## config.mk

```make
export PLATFORM = sky130hd
export DESIGN_NAME = bypass_pipeline
export DESIGN_NICKNAME = d
export VERILOG_FILES = /design/src/rtl/bypass_pipeline.sv
export SDC_FILE = /design/constraint.sdc
export NUM_CORES = 1
export LEC_CHECK = 0
export ABC_AREA = 1
export CORE_ASPECT_RATIO = 1.25
export CORE_MARGIN = 10
export CORE_UTILIZATION = 43
export CTS_CLUSTER_DIAMETER = 200
export DETAILED_ROUTE_END_ITERATION = 10
export PLACE_DENSITY = 0.83
export SYNTH_ARGS = -nofsm -noshare
export SYNTH_HDL_FRONTEND = slang
export SYNTH_SLANG_ARGS = --single-unit
```

## constraint.sdc

```tcl
create_clock -name clk -period 1.9 [get_ports clk]
set_input_delay 0.38 -clock clk [delete_from_list [all_inputs] [get_ports clk]]
set_output_delay 0.38 -clock clk [all_outputs]
set_load 0.02 [all_outputs]
```

## src/rtl/bypass_pipeline.sv

```systemverilog
// Result-tracking pipeline with a generalised forwarding/hazard network.
// Each stage holds one in-flight instruction; the youngest producer answers every source lookup.
module bypass_pipeline #(
  parameter int XLEN         = 32,
  parameter int DEPTH        = 3,
  parameter int NSRC         = 2,
  parameter int AW           = 5,
  parameter int FLUSH_STAGES = 1
) (
  input  logic                   clk,
  input  logic                   rst,
  input  logic                   hold,
  input  logic                   flush,
  input  logic                   iss_valid,
  output logic                   iss_ready,
  input  logic                   iss_we,
  input  logic [AW-1:0]          iss_rd,
  input  logic [NSRC*AW-1:0]     src_addr,
  output logic [NSRC-1:0]        fwd_hit,
  output logic [NSRC*XLEN-1:0]   fwd_data,
  input  logic [DEPTH-1:0]       res_valid,
  input  logic [DEPTH*XLEN-1:0]  res_data,
  output logic                   wb_valid,
  output logic [AW-1:0]          wb_rd,
  output logic [XLEN-1:0]        wb_data,
  output logic                   err_unready
);

  localparam int LAST = DEPTH - 1;

  logic [DEPTH-1:0] valid_q, valid_d;
  logic [DEPTH-1:0] we_q, we_d;
  logic [DEPTH-1:0] rdy_q, rdy_d;
  logic [AW-1:0]    rd_q   [DEPTH];
  logic [AW-1:0]    rd_d   [DEPTH];
  logic [XLEN-1:0]  data_q [DEPTH];
  logic [XLEN-1:0]  data_d [DEPTH];
  logic             err_q, err_d;

  logic [DEPTH-1:0] cap;
  logic [DEPTH-1:0] rdy_eff;
  logic [DEPTH-1:0] live;
  logic [XLEN-1:0]  data_eff [DEPTH];
  logic [NSRC-1:0]  haz;
  logic             issue_fire;
  logic             retire_ok;
  logic             retire_bad;

  // Per-stage view after this cycle's result capture and flush kill.
  generate
    for (genvar gi = 0; gi < DEPTH; gi++) begin : g_stage
      assign cap[gi]      = valid_q[gi] & ~rdy_q[gi] & res_valid[gi];
      assign rdy_eff[gi]  = rdy_q[gi] | cap[gi];
      assign data_eff[gi] = cap[gi] ? res_data[gi*XLEN +: XLEN] : data_q[gi];
      assign live[gi]     = valid_q[gi] & ~(flush & (gi < FLUSH_STAGES));
    end
  endgenerate

  // Scanning from oldest to youngest lets the youngest match overwrite older ones.
  generate
    for (genvar gi = 0; gi < NSRC; gi++) begin : g_port
      logic [AW-1:0]   addr;
      logic            found;
      logic            m_rdy;
      logic [XLEN-1:0] m_data;

      assign addr = src_addr[gi*AW +: AW];

      always_comb begin
        found  = 1'b0;
        m_rdy  = 1'b0;
        m_data = '0;
        for (int k = DEPTH - 1; k >= 0; k--) begin
          if (valid_q[k] && we_q[k] && (rd_q[k] == addr)) begin
            found  = 1'b1;
            m_rdy  = rdy_eff[k];
            m_data = data_eff[k];
          end
        end
        if (addr == '0) begin
          found = 1'b0;
        end
      end

      assign fwd_hit[gi]                = rst & found & m_rdy;
      assign fwd_data[gi*XLEN +: XLEN]  = m_data;
      assign haz[gi]                    = found & ~m_rdy;
    end
  endgenerate

  assign iss_ready  = rst & ~hold & ~(|haz);
  assign issue_fire = iss_valid & iss_ready & ~flush;

  assign retire_ok  = ~hold & valid_q[LAST] & we_q[LAST] & rdy_eff[LAST];
  assign retire_bad = ~hold & live[LAST] & we_q[LAST] & ~rdy_eff[LAST];

  assign wb_valid    = rst & retire_ok;
  assign wb_rd       = rd_q[LAST];
  assign wb_data     = data_eff[LAST];
  assign err_unready = err_q;

  // Under hold every stage keeps its entry but still absorbs captures and kills.
  always_comb begin
    valid_d = live;
    we_d    = we_q;
    rdy_d   = rdy_eff;
    rd_d    = rd_q;
    data_d  = data_eff;
    if (!hold) begin
      for (int k = DEPTH - 1; k > 0; k--) begin
        valid_d[k] = live[k-1];
        we_d[k]    = we_q[k-1];
        rdy_d[k]   = rdy_eff[k-1];
        rd_d[k]    = rd_q[k-1];
        data_d[k]  = data_eff[k-1];
      end
      valid_d[0] = issue_fire;
      we_d[0]    = issue_fire & iss_we & (iss_rd != '0);
      rdy_d[0]   = 1'b0;
      rd_d[0]    = issue_fire ? iss_rd : '0;
      data_d[0]  = '0;
    end
    err_d = err_q | retire_bad;
  end

  always_ff @(posedge clk or negedge rst) begin
    if (!rst) begin
      valid_q <= '0;
      we_q    <= '0;
      rdy_q   <= '0;
      err_q   <= 1'b0;
      for (int k = 0; k < DEPTH; k++) begin
        rd_q[k]   <= '0;
        data_q[k] <= '0;
      end
    end else begin
      valid_q <= valid_d;
      we_q    <= we_d;
      rdy_q   <= rdy_d;
      err_q   <= err_d;
      rd_q    <= rd_d;
      data_q  <= data_d;
    end
  end

endmodule

```

==> run metrics <==
met1 usage=31.99%; pins over their slew limit=0; Synth Net Count=between 1,000 and 1,500; endpoints failing hold=0; Routed Antenna Nets=0; leakage power=about 7 nW; CP Class=reg -> out; total routed wirelength=between 40 and 50 mm; Worst Path Max Fanout=8; Vias per Instance=just over 6; WHS=about 250 ps; worst reg2reg endpoint=rd_q[13]$_DFFE_PN0N_; Startpoint Class=flip-flop; Clock Latency Late Sink=around 420 ps; routed vias=about 9,800; global-route wire length before repair=around 50 mm; total CTS buffers=17; final non-filler cell total=approximately 1,600; fin nets=around 1,500; Yosys top cell by area=dfrtp_1; Mapped Area=roughly 0.0073 sq mm; Hold Crit Class=in -> async; worst setup path startpoint=rd_q[8]$_DFFE_PN0N_; Placer Congestion=roughly 0.95; IO Count=approximately 230; Die H=between 150 and 200 microns; CP max stage cell=dfrtp_1; largest net degree at the start of global routing=97; failing checks=setup timing; met2 Use GR=about 48%; worst setup margin=-996.4 ps; min cycle time layout=slightly below 3000 ps; Design Power=7.203 mW; die area=between 0.02 and 0.025 sq mm; layout cells sized above 1=53.17%; H-tree levels=4; clk buf depth=2; Worst-path clk slew=60 ps; wire per inst=approximately 26 microns; Worst setup EP type=output port; RSZ-0062 raised after global routing=true; Remaining DRCs=0; GR Util All Layers=roughly 29%; reg-to-reg slack, setup=-240 ps; MaxCap Viol Count=0; post-synthesis sequential area ratio=41.30%; most common cell after layout, fill and taps aside=buf_4; Final Cell Area=between 0.01 and 0.015 sq mm; placed insts=1,512; Worst Path Required=roughly 1500 ps; register bit total from synthesis=around 120; initial antenna violation count=3; period utilisation layout=152.4%; root buffer cell=clkbuf_16; FP Rows=53; gr busiest metal=met2; YS warnings=0; Final Setup Violations=roughly 110; CTS sink count=approximately 120; First-pass DRT Iterations=5; r2r startpoint=rd_q[8]$_DFFE_PN0N_; clk_skew=slightly below 8 ps; Max VDD drop=about 0.00053 V; status=finished with violations; Mapped Cells=942; WP buf/inv=6; GRT Residual Overflow=0; Synth top area share=41.30%; max incr delay on CP=around 430 ps; PD cells=between 500 and 600 mW/mm^2; number of distinct library cells after synthesis=34; core footprint=~0.017 sq mm; most frequent cells in the layout=buf_4 (215), nand2_1 (137), dfrtp_1 (112); DIE WIDTH=roughly 140 microns; fmax=0.3453 GHz; CP cell instances=inv_2 > buf_6 > nand2_2 > nand2_2 > nor2_4 > nand3_4 > inv_4 > nor2_4 > buf_6 > clkbuf_16 > a221oi_2 > a21oi_1 > buf_4; CP delay by family, top=buffers and inverters; Setup TNS=-71,950 ps; grt met3 use=under 10%; Area growth, synth to finish=95.90%; CTS tree=done; number of global-route vias before repair=9,390; synth top area cells=dfrtp_1 (41%), o21ai_0 (11%), mux2i_1 (9.8%); Crit path arrival time=roughly 2500 ps; Rel. slew slack=a little under a third; Mapped Avg Cell Area=7.783 sq um; Initial Utilization=a little over two fifths; hold_buf cts=0; Cell Area, Placed=0.01138 sq mm; fin util=a little under nine tenths; worst slack, placed=-1235 ps; initial DRC count=about 1,000; dpl hpwl=approximately 22 mm; worst slew pin tran=1041 ps; R2R cell count=15; port bufs=~230
==> logic make-up after synthesis <==
logic type / Yosys count / share of synthesized area [%]
xor gates and xnor gates: 9 / 1.075
buffers and inverters: 164 / 9.334
muxes: 72 / 9.829
and+or+nand+nor: 285 / 16.96
DFF: 121 / 41.30
AOI/OAI and AO/OA: 291 / 21.50
==> layout make-up <==
| type | count | area (sq um) |
|---|---|---|
| flip-flops and latches | 121 | 3039 |
| repair buffers | 484 | 4916 |
| inverters | 96 | 389.1 |
| multi-input cells | 657 | 5186 |
| clock buffers | 20 | 446.7 |
| fillers | 791 | 2414 |
| clock inverters | 10 | 103.9 |
| diodes | 3 | 7.507 |
| well taps | 220 | 275.3 |
==> power breakdown <==
part	internal, mW	total, mW	switching (mW)
clock network	1.93	3.11	1.18
logic	0.644	1.39	0.748
registers	2.66	2.71	0.0456
total	5.23	7.20	1.97
==> registers in the layout, indices dropped and copies added (netlist names) <==
| register | cells |
|---|---|
| wb_rd | 5 |
| data_q | 96 |
| we_q | 3 |
| rdy_q | 3 |
| valid_q | 3 |
| rd_q | 10 |
| err_unready | 1 |
==> routing by layer <==
layer / share of wire, % / wire, microns
met1: 34 / 14320
met2: 48 / 20040
met3: 9.6 / 4022
met4: 8.1 / 3361
met5: 0 / 0
==> worst reg2reg max path, cell delays in order (launching register included) <==
cell and delay [ps]:
dfrtp_1 430, inv_2 80, buf_6 120, nand2_2 60, nand2_2 90, nor2_4 180
nand3_4 140, buf_4 180, nor2_1 110, nor2_1 50, nand2_1 110, a21oi_2 100
nor2_4 160, buf_6 140, nand3_1 80, nand2_1 60
==> Yosys cell counts <==
cell / n
inv_2: 22
inv_1: 73
a31oi_1: 32
nand3_2: 6
buf_1: 4
o21ai_0: 154
or2_2: 27
buf_4: 7
or2_1: 3
xor2_1: 9
mux2i_1: 72
buf_2: 16
nand4_1: 2
a22oi_1: 3
nand3_1: 17
a21oi_2: 1
o21ai_1: 4
nor3_1: 2
a221oi_1: 7
o21ai_2: 1
o21bai_1: 1
nand2_1: 156
a211oi_1: 1
buf_6: 3
o41ai_1: 1
a21oi_1: 83
clkbuf_1: 38
dfrtp_1: 121
a221oi_2: 3
nor2_4: 3
nor2_2: 1
nor2_1: 65
nand2_2: 3
clkinv_1: 1
==> repair_timing <==
item                                    in CTS  in global routing
cloned                                       8                  8
setup buffers                               18                 36
hold endpoints to repair                     0                  0
endpoints found under the setup margin     112                126
pin swaps                                   21                 46
gates resized for setup                    605                396
==> worst max path at each step <==
stage | end | slack (ps) | depth (start not counted)
after floorplan | fwd_data[46] | -80 | 7
after global placement | fwd_data[42] | -1250 | 9
after detailed placement | fwd_data[63] | -1230 | 9
after CTS | fwd_data[20] | -710 | 10
after global routing | fwd_data[47] | -1130 | 13
final | fwd_data[47] | -1000 | 13
Note: power is estimated with default switching activity, not from simulation.
